## src/rtl/seq_shifter_if.sv

```systemverilog
// ---------------------------------------------------------------------------
// seq_shifter_if
//   Operand/result handshake bundle for the bit-serial shifter.
//
//   Request channel  (producer -> unit): in_valid, op, a, b
//                    (unit -> producer): in_ready
//   Result channel   (unit -> consumer): out_valid, y
//                    (consumer -> unit): out_ready
//
//   Modports:
//     master - producer/consumer side (drives requests, accepts results)
//     slave  - shifter side (accepts requests, drives results)
// ---------------------------------------------------------------------------
interface seq_shifter_if #(
    parameter int WIDTH = 4
) ();
    logic             in_valid;
    logic             in_ready;
    logic [1:0]       op;
    logic [WIDTH-1:0] a;
    logic [WIDTH-1:0] b;
    logic             out_valid;
    logic             out_ready;
    logic [WIDTH-1:0] y;

    modport master (
        output in_valid, op, a, b, out_ready,
        input  in_ready, out_valid, y
    );

    modport slave (
        input  in_valid, op, a, b, out_ready,
        output in_ready, out_valid, y
    );
endinterface

```

## src/rtl/seq_shifter.sv

```systemverilog
// ---------------------------------------------------------------------------
// seq_shifter
//   Multi-cycle bit-serial shift unit: moves the operand one bit position per
//   clock. Low-area counterpart to a single-cycle barrel shifter.
//   Ops (bus.op): 00 SLL, 01 SRL, 10 SRA, 11 ROL.
//
//   Ports:
//     clk  - single clock, all state updates on posedge
//     rst  - synchronous, active-high reset
//     bus  - seq_shifter_if.slave: in_valid/in_ready/op/a/b request channel,
//            out_valid/out_ready/y result channel
//
//   Timing: an operand accepted in cycle T produces out_valid in cycle T+1+N,
//   where N is the number of single-bit steps (0..WIDTH).
//   WIDTH must be a power of two and at least 2.
// ---------------------------------------------------------------------------
module seq_shifter #(
    parameter int WIDTH = 4
) (
    input  logic         clk,
    input  logic         rst,
    seq_shifter_if.slave bus
);

    localparam int LW = $clog2(WIDTH);  // bits needed for b mod WIDTH
    localparam int CW = LW + 1;         // count must also hold WIDTH itself

    localparam logic [CW-1:0]  CNT_FULL  = CW'(WIDTH);
    localparam logic [CW-1:0]  CNT_ONE   = CW'(1);
    localparam logic [CW-1:0]  CNT_ZERO  = '0;
    localparam logic [WIDTH:0] WIDTH_EXT = (WIDTH + 1)'(WIDTH);

    typedef enum logic [1:0] {
        S_IDLE  = 2'd0,
        S_SHIFT = 2'd1,
        S_DONE  = 2'd2
    } state_e;

    typedef enum logic [1:0] {
        OP_SLL = 2'b00,
        OP_SRL = 2'b01,
        OP_SRA = 2'b10,
        OP_ROL = 2'b11
    } op_e;

    state_e           state_q, state_d;
    op_e              op_q, op_d;
    logic [WIDTH-1:0] data_q, data_d;
    logic [WIDTH-1:0] y_q, y_d;
    logic [CW-1:0]    cnt_q, cnt_d;

    logic             in_ready;
    logic             out_valid;
    logic             b_sat;
    logic [CW-1:0]    accept_cnt;
    logic [WIDTH-1:0] step_data;

    // One single-bit step of the selected operation.
    function automatic logic [WIDTH-1:0] shift_step(input op_e op, input logic [WIDTH-1:0] d);
        logic [WIDTH-1:0] r;
        r = d;
        case (op)
            OP_SLL:  r = {d[WIDTH-2:0], 1'b0};
            OP_SRL:  r = {1'b0, d[WIDTH-1:1]};
            OP_SRA:  r = {d[WIDTH-1], d[WIDTH-1:1]};
            OP_ROL:  r = {d[WIDTH-2:0], d[WIDTH-1]};
            default: r = d;
        endcase
        return r;
    endfunction

    // Step count for the operand being offered. Shifts saturate at WIDTH
    // steps (further steps would not change the result); rotates wrap, so
    // only b mod WIDTH matters, which is just the low LW bits of b.
    always_comb begin
        b_sat = ({1'b0, bus.b} >= WIDTH_EXT);
        if (op_e'(bus.op) == OP_ROL) begin
            accept_cnt = {1'b0, bus.b[LW-1:0]};
        end else if (b_sat) begin
            accept_cnt = CNT_FULL;
        end else begin
            accept_cnt = {1'b0, bus.b[LW-1:0]};
        end
    end

    assign step_data = shift_step(op_q, data_q);

    // Next-state and output decode.
    // NOTE: every signal assigned here gets a default first, so no path can
    // leave one unassigned and infer a latch.
    always_comb begin
        state_d   = state_q;
        op_d      = op_q;
        data_d    = data_q;
        cnt_d     = cnt_q;
        y_d       = y_q;
        in_ready  = 1'b0;
        out_valid = 1'b0;

        case (state_q)
            S_IDLE: begin
                in_ready = 1'b1;
                if (bus.in_valid) begin
                    data_d = bus.a;
                    op_d   = op_e'(bus.op);
                    cnt_d  = accept_cnt;
                    if (accept_cnt == CNT_ZERO) begin
                        // Zero-step op: result is the operand itself.
                        state_d = S_DONE;
                        y_d     = bus.a;
                    end else begin
                        state_d = S_SHIFT;
                    end
                end
            end

            S_SHIFT: begin
                data_d = step_data;
                cnt_d  = cnt_q - CNT_ONE;
                if (cnt_q == CNT_ONE) begin
                    // y is captured only on entry to DONE so it stays
                    // stable through SHIFT and while the consumer stalls.
                    state_d = S_DONE;
                    y_d     = step_data;
                end
            end

            S_DONE: begin
                out_valid = 1'b1;
                if (bus.out_ready) begin
                    state_d = S_IDLE;
                end
            end

            default: begin
                state_d = S_IDLE;
            end
        endcase
    end

    assign bus.in_ready  = in_ready;
    assign bus.out_valid = out_valid;
    assign bus.y         = y_q;

    // NOTE: state registers use non-blocking assignments so every register
    // samples the pre-edge values, independent of statement order.
    // NOTE: data and y are reset along with the control state because y is
    // visible on the port and must read 0 after reset; there is no memory
    // array here, so this costs only a handful of flops.
    always_ff @(posedge clk) begin
        if (rst) begin
            state_q <= S_IDLE;
            op_q    <= OP_SLL;
            data_q  <= '0;
            cnt_q   <= '0;
            y_q     <= '0;
        end else begin
            state_q <= state_d;
            op_q    <= op_d;
            data_q  <= data_d;
            cnt_q   <= cnt_d;
            y_q     <= y_d;
        end
    end

endmodule

```

## src/flat_wrapper.sv

```systemverilog
// flat-port wrapper written by rule: the top's interface ports become plain ports
module seq_shifter_flat 
#(
    parameter int WIDTH = 4
)
  (clk, rst, bus_in_valid, bus_op, bus_a, bus_b, bus_out_ready, bus_in_ready, bus_out_valid, bus_y);
  seq_shifter_if #(.WIDTH(WIDTH)) bus_i ();
  input  logic clk;
  input  logic rst;
  input wire logic [$bits(bus_i.in_valid)-1:0] bus_in_valid;
  input wire logic [$bits(bus_i.op)-1:0] bus_op;
  input wire logic [$bits(bus_i.a)-1:0] bus_a;
  input wire logic [$bits(bus_i.b)-1:0] bus_b;
  input wire logic [$bits(bus_i.out_ready)-1:0] bus_out_ready;
  output wire logic [$bits(bus_i.in_ready)-1:0] bus_in_ready;
  output wire logic [$bits(bus_i.out_valid)-1:0] bus_out_valid;
  output wire logic [$bits(bus_i.y)-1:0] bus_y;
  assign bus_i.in_valid = bus_in_valid;
  assign bus_i.op = bus_op;
  assign bus_i.a = bus_a;
  assign bus_i.b = bus_b;
  assign bus_i.out_ready = bus_out_ready;
  assign bus_in_ready = bus_i.in_ready;
  assign bus_out_valid = bus_i.out_valid;
  assign bus_y = bus_i.y;
  seq_shifter #(.WIDTH(WIDTH)) u_core (.clk(clk), .rst(rst), .bus(bus_i));
endmodule
```

## config.mk

```make
export PLATFORM = sky130hd
export DESIGN_NAME = seq_shifter_flat
export DESIGN_NICKNAME = d
export VERILOG_FILES = /design/src/rtl/seq_shifter_if.sv /design/src/rtl/seq_shifter.sv /design/src/flat_wrapper.sv
export SDC_FILE = /design/constraint.sdc
export NUM_CORES = 1
export LEC_CHECK = 0
export ABC_AREA = 1
export BUFFER_PORTS_ARGS = -buffer_cell sky130_fd_sc_hd__buf_4
export CAP_MARGIN = 25
export CELL_PAD_IN_SITES_DETAIL_PLACEMENT = 1
export CELL_PAD_IN_SITES_GLOBAL_PLACEMENT = 1
export CORE_MARGIN = 4
export CORE_UTILIZATION = 35
export DETAILED_ROUTE_END_ITERATION = 6
export PLACE_DENSITY = 0.87
export REMOVE_ABC_BUFFERS = 1
export SYNTH_ARGS = -nofsm -noshare
export SYNTH_HDL_FRONTEND = slang
export SYNTH_SLANG_ARGS = --single-unit
```

## constraint.sdc

```tcl
create_clock -name clk -period 1.5 [get_ports clk]
set_input_delay 0.15 -clock clk [delete_from_list [all_inputs] [get_ports clk]]
set_output_delay 0.15 -clock clk [all_outputs]
set_load 0.005 [all_outputs]
```

# --- Yosys cells after proc, flatten, opt, wreduce, memory -nomap -nowiden ---
# Cells that the tools add are included.
op_classes:
  addsub: 1
  magnitude_cmp: 1
  eq_ne: 11
  n_mux: 18
  n_reduce_logical: 8
op_table:
  columns: ["op", "n"]
  rows:
  - ["$mux 4", 4]
  - ["$pmux 4 s2", 2]
  - ["$pmux 4 s4", 1]
  - ["$mux 3", 3]
  - ["$eq 2x2->1 const B", 4]
  - ["$mux 2", 4]
  - ["$pmux 2 s3", 1]
  - ["$pmux 3 s2", 1]
  - ["$eq 2x1->1 const B", 2]
  - ["$ge 4x3->1 const B", 1]
  - ["$logic_not 2->1", 2]
  - ["$ne 2x1->1 const B", 2]
  - ["$ne 2x2->1 const B", 2]
  - ["$reduce_and 2->1", 2]
  - ["$reduce_and 4->1", 1]
  - ["$eq 3x1->1 const B", 1]
  - ["$logic_not 3->1", 1]
  - ["$reduce_and 3->1", 1]
  - ["$sub 3x1->3 const B", 1]
  - ["$mux 1", 2]
  - ["$reduce_bool 2->1", 1]
totals:
  reg_bits: 15
  input_bits: 14
  out_inout_bits: 6
  wordCells: 44

# --- Depth between registers and ports, before layout ---
# Gate-level depths: netlist (run 1).
depth:
  depth_word: 7
  ltp_mapped: 10
  depth_no_buf: 10

# --- Least setup slack after synthesis (run 1) ---
# OpenSTA, ideal clock, no wires.
synth_timing:
  path_kind: "reg-to-reg"
  from: "register u_core.cnt_q[1]"
  to: "register u_core.y_q[1], in the netlist u_core.bus.y[1]"
  setup_ps: 112
  arrival_ps: 1005
  required_ps: 1388
  setup_slack_ps: 384
  stages_incl_launch_ff: 11
  path_buffers: 0
  period_less_slack_ps: 1116
  path_cell_list: "dfxtp_1 -> inv_1 -> ha_1 -> inv_1 -> nor2_1 -> nor2_1 -> nor2_2 -> nand2_4 -> nand2_1 -> nand2_1 -> nor2_1"
synth_between:
  elab_chain_len: 3
synth_lines:
  columns: ["item", "line", "text"]
  rows:
  - ["start: declaration", "seq_shifter.sv:50", "logic [CW-1:0] cnt_q, cnt_d;"]
  - ["start signal: assignment", "seq_shifter.sv:161", "cnt_q <= cnt_d;"]
  - ["$eq 3x1->1", "seq_shifter.sv:120", "if (cnt_q == CNT_ONE) begin"]
  - ["$ne 2x1->1 (no source line)", null, null]
  - ["$reduce_and 4->1 (no source line)", null, null]
  - ["end signal: assignment", "seq_shifter.sv:162", "y_q <= y_d;"]
  - ["end: declaration", "seq_shifter.sv:49", "logic [WIDTH-1:0] y_q, y_d;"]
# No other way between the ends.
# A chain may end at the register's enable or synchronous reset.

# --- Final worst setup path (run 1) ---
layout_timing:
  from: "register u_core.cnt_q[1]"
  to: "register u_core.y_q[0], in the netlist u_core.bus.y[0]"
# The elaborated chain is that of the path after synthesis.

==> results of run 1 <==
## cell usage in the layout (no fill, tap or decap)
cell type,instances
nand2_1,36
inv_1,22
buf_4,19
nor2_1,16
dfxtp_1,15
nand3_1,12
o21ai_0,9
a21oi_1,9
clkbuf_4,3
nand2_4,2
a31oi_1,2
ha_1,2
inv_2,1
nand2_2,1
o21ai_2,1
nor2_2,1
nor2_4,1
nand3b_1,1
a21oi_2,1
clkbuf_1,1
## cell families after synthesis
family | count (synthesis)
AO/OA/AOI/OAI | 22
buffers and inverters | 24
AND/OR/NAND/NOR | 70
flip-flops | 15
adder cells (fa/ha/maj) | 2
## cell type report
class,instances,area share
clock buffer,4,0.02515
inverter,23,0.08263
multi-input combinational,94,0.4347
sequential,15,0.2874
tap,28,0.03353
timing repair buffer,19,0.1365
## worst max-delay path, delay by kind of cell, from the launching register on
family                     cells  cell delay [ns]
buffers and inverters          2             0.12
and+or+nand+nor                7             0.56
adders and majority gates      1             0.19
DFF                            1             0.34
## worst max-delay path by stage
stage	from	to	slack, ns	cells past startpoint
2_1_floorplan	u_core.cnt_q[1]	u_core.bus.y[1]	0.38	10
3_3_place_gp	u_core.state_q[0]	u_core.bus.y[2]	0.31	6
3_5_place_dp	u_core.cnt_q[1]	u_core.bus.y[1]	0.21	10
4_1_cts	u_core.cnt_q[1]	u_core.bus.y[0]	0.19	10
5_1_grt	u_core.cnt_q[1]	u_core.bus.y[1]	0.08	10
6_report	u_core.cnt_q[1]	u_core.bus.y[0]	0.16	10
## power by group through the flow
stage	registers (W)	logic, W	clock network [W]
finish	0.000556	0.000598	0.000234
global route	0.000571	0.000683	0.000264
CTS	0.000557	0.000607	0.000244
floorplan	0.000554	0.000392	0
detailed placement	0.000565	0.000592	0
global placement	0.000560	0.000559	0
## per-layer routing
layer  routed length (µm)  up-vias  global-route usage
met2                 1304       10              0.3148
met1                 1035      425              0.1836
met5                    0        -                   0
met3                   51        6             0.02941
met4                   36        0             0.04967
li1                     -      461                   -
## per-stage QoR
| stage | util | hold slack, ns | std cells | instance area (µm²) |
|---|---|---|---|---|
| 5_1_grt | 0.4634 | 0.05817 | 183 | 1045 |
| 3_3_place_gp | 0.4517 | 0.3479 | 179 | 1018 |
| 2_1_floorplan | - | 0.2191 | 132 | 840.8 |
| 6_report | 0.4634 | 0.05535 | 183 | 1045 |
| 4_1_cts | 0.4634 | 0.05337 | 183 | 1045 |
| 3_5_place_dp | 0.4517 | 0.3552 | 179 | 1018 |
## registers in the layout, indices dropped and copies added, names as in the netlist
register / count
u_core.bus.y: 4
u_core.cnt_q: 3
u_core.data_q: 4
u_core.op_q: 2
u_core.state_q: 2
==> summary.md, run 1 <==
| Metric | Value |
|---|---|
| Outcome | `finished, final reports clean` |
| FF-to-FF path depth | `10` |
| Slew margin rel. | `0.7819` |
| Post-Synthesis Cells | `133` |
| Adder-Cell Fraction of Synth Area | `0.02959` |
| Fmax | `0.7478 GHz` |
| Pwr/cell area | `1329 mW/mm²` |
| Synth Area in Simple Gates | `0.3654` |
| Worst Clk Skew | `0.009726 ns` |
| Slew Viols, Final | `0` |
| Antenna diodes | `0` |
| Worst reg2reg startpoint | `u_core.cnt_q[1]` |
| Clk root buf | `clkbuf_4` |
| Mapped Area | `845.8 µm²` |
| Int Power | `0.0008213 W` |
| Terminus of the critical flop-to-flop path | `u_core.bus.y[0]` |
| Setup bufs post-CTS | `0` |
| PnR worst setup slack | `0.1627 ns` |
| Clk pin slew, worst setup/hold paths | `0.10 ns` |
| Area of the multi-input gates | `454.2 µm²` |
| Synth Area in XOR/XNOR | `0` |
| Post-synth cell types | `18` |
| Initial Util | `0.3751` |
| Fraction of layout cells with a size suffix above 1 | `0.1935` |
| Seq/Total Area, Yosys | `0.3550` |
| Vias | `902` |
| Final period utilization | `0.8916` |
| Clock Latency Late Sink | `0.28 ns` |
| Top cells by area, synth | `dfxtp_1 (36%), nand2_1 (16%), inv_1 (9.8%)` |
| I/O Pins | `20` |
| Drt pass-1 iters | `2` |
| R2R Setup Slk | `0.16 ns` |
| RSZ-0062 raised after global routing | `no` |
| Mux share of post-synthesis cell area | `0` |
| Sw Ratio | `0.4085` |
| Congestion Overflow GR | `0` |
| CTS tree | `done` |
| Detailed-placement wirelength estimate | `1.936 mm` |
| Comb pwr share | `0.431` |
| Req. time, crit path | `1.68 ns` |
| CP Cell Sequence | `inv_1, ha_1, inv_1, nor2_1, nor2_1, nor2_2, nand2_4, nand2_1, nand2_1, nor2_1` |
| Routed Antenna Nets | `0` |
| Least-Margin Pin Slew | `0.3260 ns` |
| Crit Path Max Fanout | `9` |
| # nets final | `172` |
| Psw | `0.0005673 W` |
| Gp weighted congestion | `0.7817` |
| Via density per instance | `4.929` |
| Drt initial violations | `19` |
| Count leader, synth | `nand2_1` |
| Mapped Avg Cell Area | `6.359 µm²` |
| # Max-Cap Violations | `0` |
| Final setup vio count | `0` |
| Min Tclk post-route | `1.337 ns` |
| Quantity of I/O buffers inserted on ports | `19` |
| Post-CTS sizing | `0` |
| Synth Warn # | `0` |
| Setup WS pre-CTS | `0.2096 ns` |
| Slowest cell on the critical path | `dfxtp_1` |
| EDFF count, synth | `0` |
| Routed length per instance | `13.27 µm` |
| Leak | `0.5442 nW` |
| Pwr Total | `0.001389 W` |
| Routed wire length | `2.429 mm` |
| Main flop type after synthesis | `dfxtp_1` |
| First-pass GRT wire length | `4.243 mm` |
| Die span in x | `57.16 µm` |
| Peak supply drop | `624.4 µV` |
| Std cell rows | `17` |
| Worst path most repeated cell | `nor2_1` |
| Largest net degree at the start of global routing | `13` |
| Total CTS buffers | `3` |
| Final hold viol count | `0` |
| Critical Path AT | `1.52 ns` |
| Clk sinks | `15` |
| Die Footprint | `0.003267 mm²` |
| Share of the synthesized area in the top cell type | `0.3550` |
| Worst Hold Launch | `rst` |
| Kind of critical path | `flip-flop to flip-flop` |
| Maximum buffer depth of the clock tree | `2` |
| CP Capture Type | `flip-flop` |
| Worst Setup Start Kind | `flip-flop` |
| Vias in the first global route | `968` |
| Largest family of logic cells by synthesized area | `simple AND/OR/NAND/NOR gates` |
| Die H | `57.16 µm` |
| Total negative slack | `0 ns` |
| Most frequent cells after synthesis | `nand2_1 (36), inv_1 (22), nor2_1 (16)` |
| Worst hold endpoint | `u_core.state_q[1]` |
| Drt drc | `0` |
| Max incr delay on CP | `0.34 ns` |
| Gr usage total | `0.1651` |
| # fillers | `320` |
| Yosys reg bits | `15` |
| CTS Hold Bufs | `0` |
| Reg area | `300.3 µm²` |
| Clock power share | `0.168` |
| Yosys top cell by area | `dfxtp_1` |
| CTS H-tree depth | `1` |
| Hold depth | `2` |
| Worst Hold Class | `primary input to flip-flop` |
| Synth Area in Compound Gates | `0.1420` |
| Sequential power share | `0.401` |
| Initial antenna violation count | `0` |
| Core area | `0.002255 mm²` |
| Ys async rst share | `0` |
| Area Overhead vs Synth | `23.52%` |
No activity file was read; power rests on OpenSTA's default activity.
==> run 2: changes to the inputs <==
Settings changed: REMOVE_ABC_BUFFERS 1 to default.
==> summary.md, run 2 (same netlist as run 1, synthesis figures left out) <==
| Metric | Value |
|---|---|
| Core area | `0.002255 mm² (unchanged)` |
| Routed Antenna Nets | `0 (unchanged)` |
| # fillers | `327 (was 320)` |
| Routed length per instance | `12.93 µm (was 13.27 µm)` |
| Antenna diodes | `0 (unchanged)` |
| Crit Path Max Fanout | `3 (was 9)` |
| Post-CTS sizing | `0 (unchanged)` |
| Most frequent cells in the layout | `nand2_1 (36), inv_1 (22), buf_4 (19) (unchanged)` |
| CTS H-tree depth | `1 (unchanged)` |
| Min Tclk post-route | `1.331 ns (was 1.337 ns)` |
| Via density per instance | `4.929 (unchanged)` |
| Drt drc | `0 (unchanged)` |
| Design Area, Final | `0.001045 mm² (unchanged)` |
| Req. time, crit path | `1.35 ns (was 1.68 ns)` |
| Leak | `0.5442 nW (unchanged)` |
| Pwr/cell area | `1323 mW/mm² (was 1329 mW/mm²)` |
| Worst Hold Class | `primary input to flip-flop (unchanged)` |
| Total CTS buffers | `3 (unchanged)` |
| CP Cell Sequence | `inv_2, nor2_1, buf_4 (was inv_1, ha_1, inv_1, nor2_1, nor2_1, nor2_2, nand2_4, nand2_1, nand2_1, nor2_1)` |
| Die Footprint | `0.003267 mm² (unchanged)` |
| CTS tree | `done (unchanged)` |
| Worst Setup Start Kind | `flip-flop (unchanged)` |
| Clk sinks | `15 (unchanged)` |
| Clock Latency Late Sink | `0.28 ns (about the same)` |
| # Max-Cap Violations | `0 (unchanged)` |
| Worst Clk Skew | `0.005846 ns (was 0.009726 ns)` |
| Area Overhead vs Synth | `23.52% (unchanged)` |
| Maximum buffer depth of the clock tree | `2 (unchanged)` |
| Std cell rows | `17 (unchanged)` |
| Max incr delay on CP | `0.42 ns (was 0.34 ns)` |
| Final period utilization | `0.8870 (was 0.8916)` |
| Largest net degree at the start of global routing | `13 (unchanged)` |
| Kind of critical path | `flip-flop to output port (was flip-flop to flip-flop)` |
| Setup bufs post-CTS | `0 (unchanged)` |
| Vias in the first global route | `959 (was 968)` |
| Vias | `902 (unchanged)` |
| # nets final | `172 (unchanged)` |
| Area of the multi-input gates | `454.2 µm² (unchanged)` |
| Most common cell after layout, fill and taps aside | `nand2_1 (unchanged)` |
| Drt initial violations | `30 (was 19)` |
| Pwr Total | `0.001382 W (was 0.001389 W)` |
| CP top delay family | `flip-flops (was simple AND/OR/NAND/NOR gates)` |
| Critical Path AT | `1.18 ns (was 1.52 ns)` |
| Least-Margin Pin Slew | `0.3405 ns (was 0.3260 ns)` |
| Initial antenna violation count | `0 (unchanged)` |
| Gr usage total | `0.1669 (was 0.1651)` |
| Clk pin slew, worst setup/hold paths | `0.09 ns (was 0.10 ns)` |
| Slew margin rel. | `0.7728 (was 0.7819)` |
| Final setup vio count | `0 (unchanged)` |
| I/O Pins | `20 (unchanged)` |
| Slew Viols, Final | `0 (unchanged)` |
| Quantity of I/O buffers inserted on ports | `19 (unchanged)` |
| Outcome | `finished, final reports clean (unchanged)` |
| RSZ-0062 raised after global routing | `no (unchanged)` |
| Drt pass-1 iters | `6 (was 2)` |
| Final hold viol count | `0 (unchanged)` |
| CP Capture Type | `output port (was flip-flop)` |
| Gp weighted congestion | `0.7922 (was 0.7817)` |
| Routed wire length | `2.367 mm (was 2.429 mm)` |
| Congestion Overflow GR | `0 (unchanged)` |
| Total negative slack | `0 ns (unchanged)` |
| Bufs and invs on worst path | `2 (unchanged)` |
| Reg area | `300.3 µm² (unchanged)` |
| Final Util | `0.4634 (unchanged)` |
| Fmax | `0.7516 GHz (was 0.7478 GHz)` |
| Die span in x | `57.16 µm (unchanged)` |
| CTS Hold Bufs | `0 (unchanged)` |
| Initial Util | `0.3751 (unchanged)` |
| Post-DP Area | `0.001018 mm² (unchanged)` |
| Fraction of layout cells with a size suffix above 1 | `0.1935 (unchanged)` |
| Detailed-placement wirelength estimate | `1.962 mm (was 1.936 mm)` |
| Die H | `57.16 µm (unchanged)` |
| Peak supply drop | `571.5 µV (was 624.4 µV)` |
| Slowest cell on the critical path | `dfxtp_1 (unchanged)` |
| Mapped Nets | `149` |
| First-pass GRT wire length | `4.271 mm (was 4.243 mm)` |
| Clk root buf | `clkbuf_4 (unchanged)` |
==> run 2: stage by stage <==
step,std cells,worst slack (ns),hold slack [ns]
floorplan,133,0.3838,0.2191
global placement,179,0.2799,0.3487
detailed placement,179,0.2304,0.3501
CTS,183,0.1588,0.04087
global route,183,0.08349,0.03147
finish,183,0.1695,0.04862
==> run 2: final timing paths <==
check / from / endpoint / slack (ns) / cells past startpoint
worst max-delay path: u_core.state_q[1] / bus_out_valid / 0.17 / 3
worst min-delay path: rst / u_core.state_q[1] / 0.05 / 2
worst max register to register: u_core.state_q[0] / u_core.data_q[3] / 0.20 / 4
worst min register to register: u_core.bus.y[2] / u_core.bus.y[2] / 0.54 / 4
==> run 2: area by class of cell <==
cell class                      count  area share
Inverter                           23     0.08263
Timing Repair Buffer               19      0.1365
Clock buffer                        4     0.02515
Tap cell                           28     0.03353
Multi-Input combinational cell     94      0.4347
Sequential cell                    15      0.2874
==> run 2: report_power, final <==
part / internal (W) / switching [W] / leakage, nW
Sequential: 0.000488 / 0.0000699 / 0.124
Combinational: 0.000230 / 0.000362 / 0.405
Clock: 0.000103 / 0.000128 / 0.0150
Total: 0.000821 / 0.000560 / 0.544
==> run 2: layer usage <==
metal	track usage	vias up	wire length [µm]	share of wire
li1	-	460	-	-
met3	0.04299	5	71	0.030
met5	0	-	0	0
met4	0.04967	0	34	0.014
met2	0.3083	13	1265	0.53
met1	0.1860	424	996	0.42
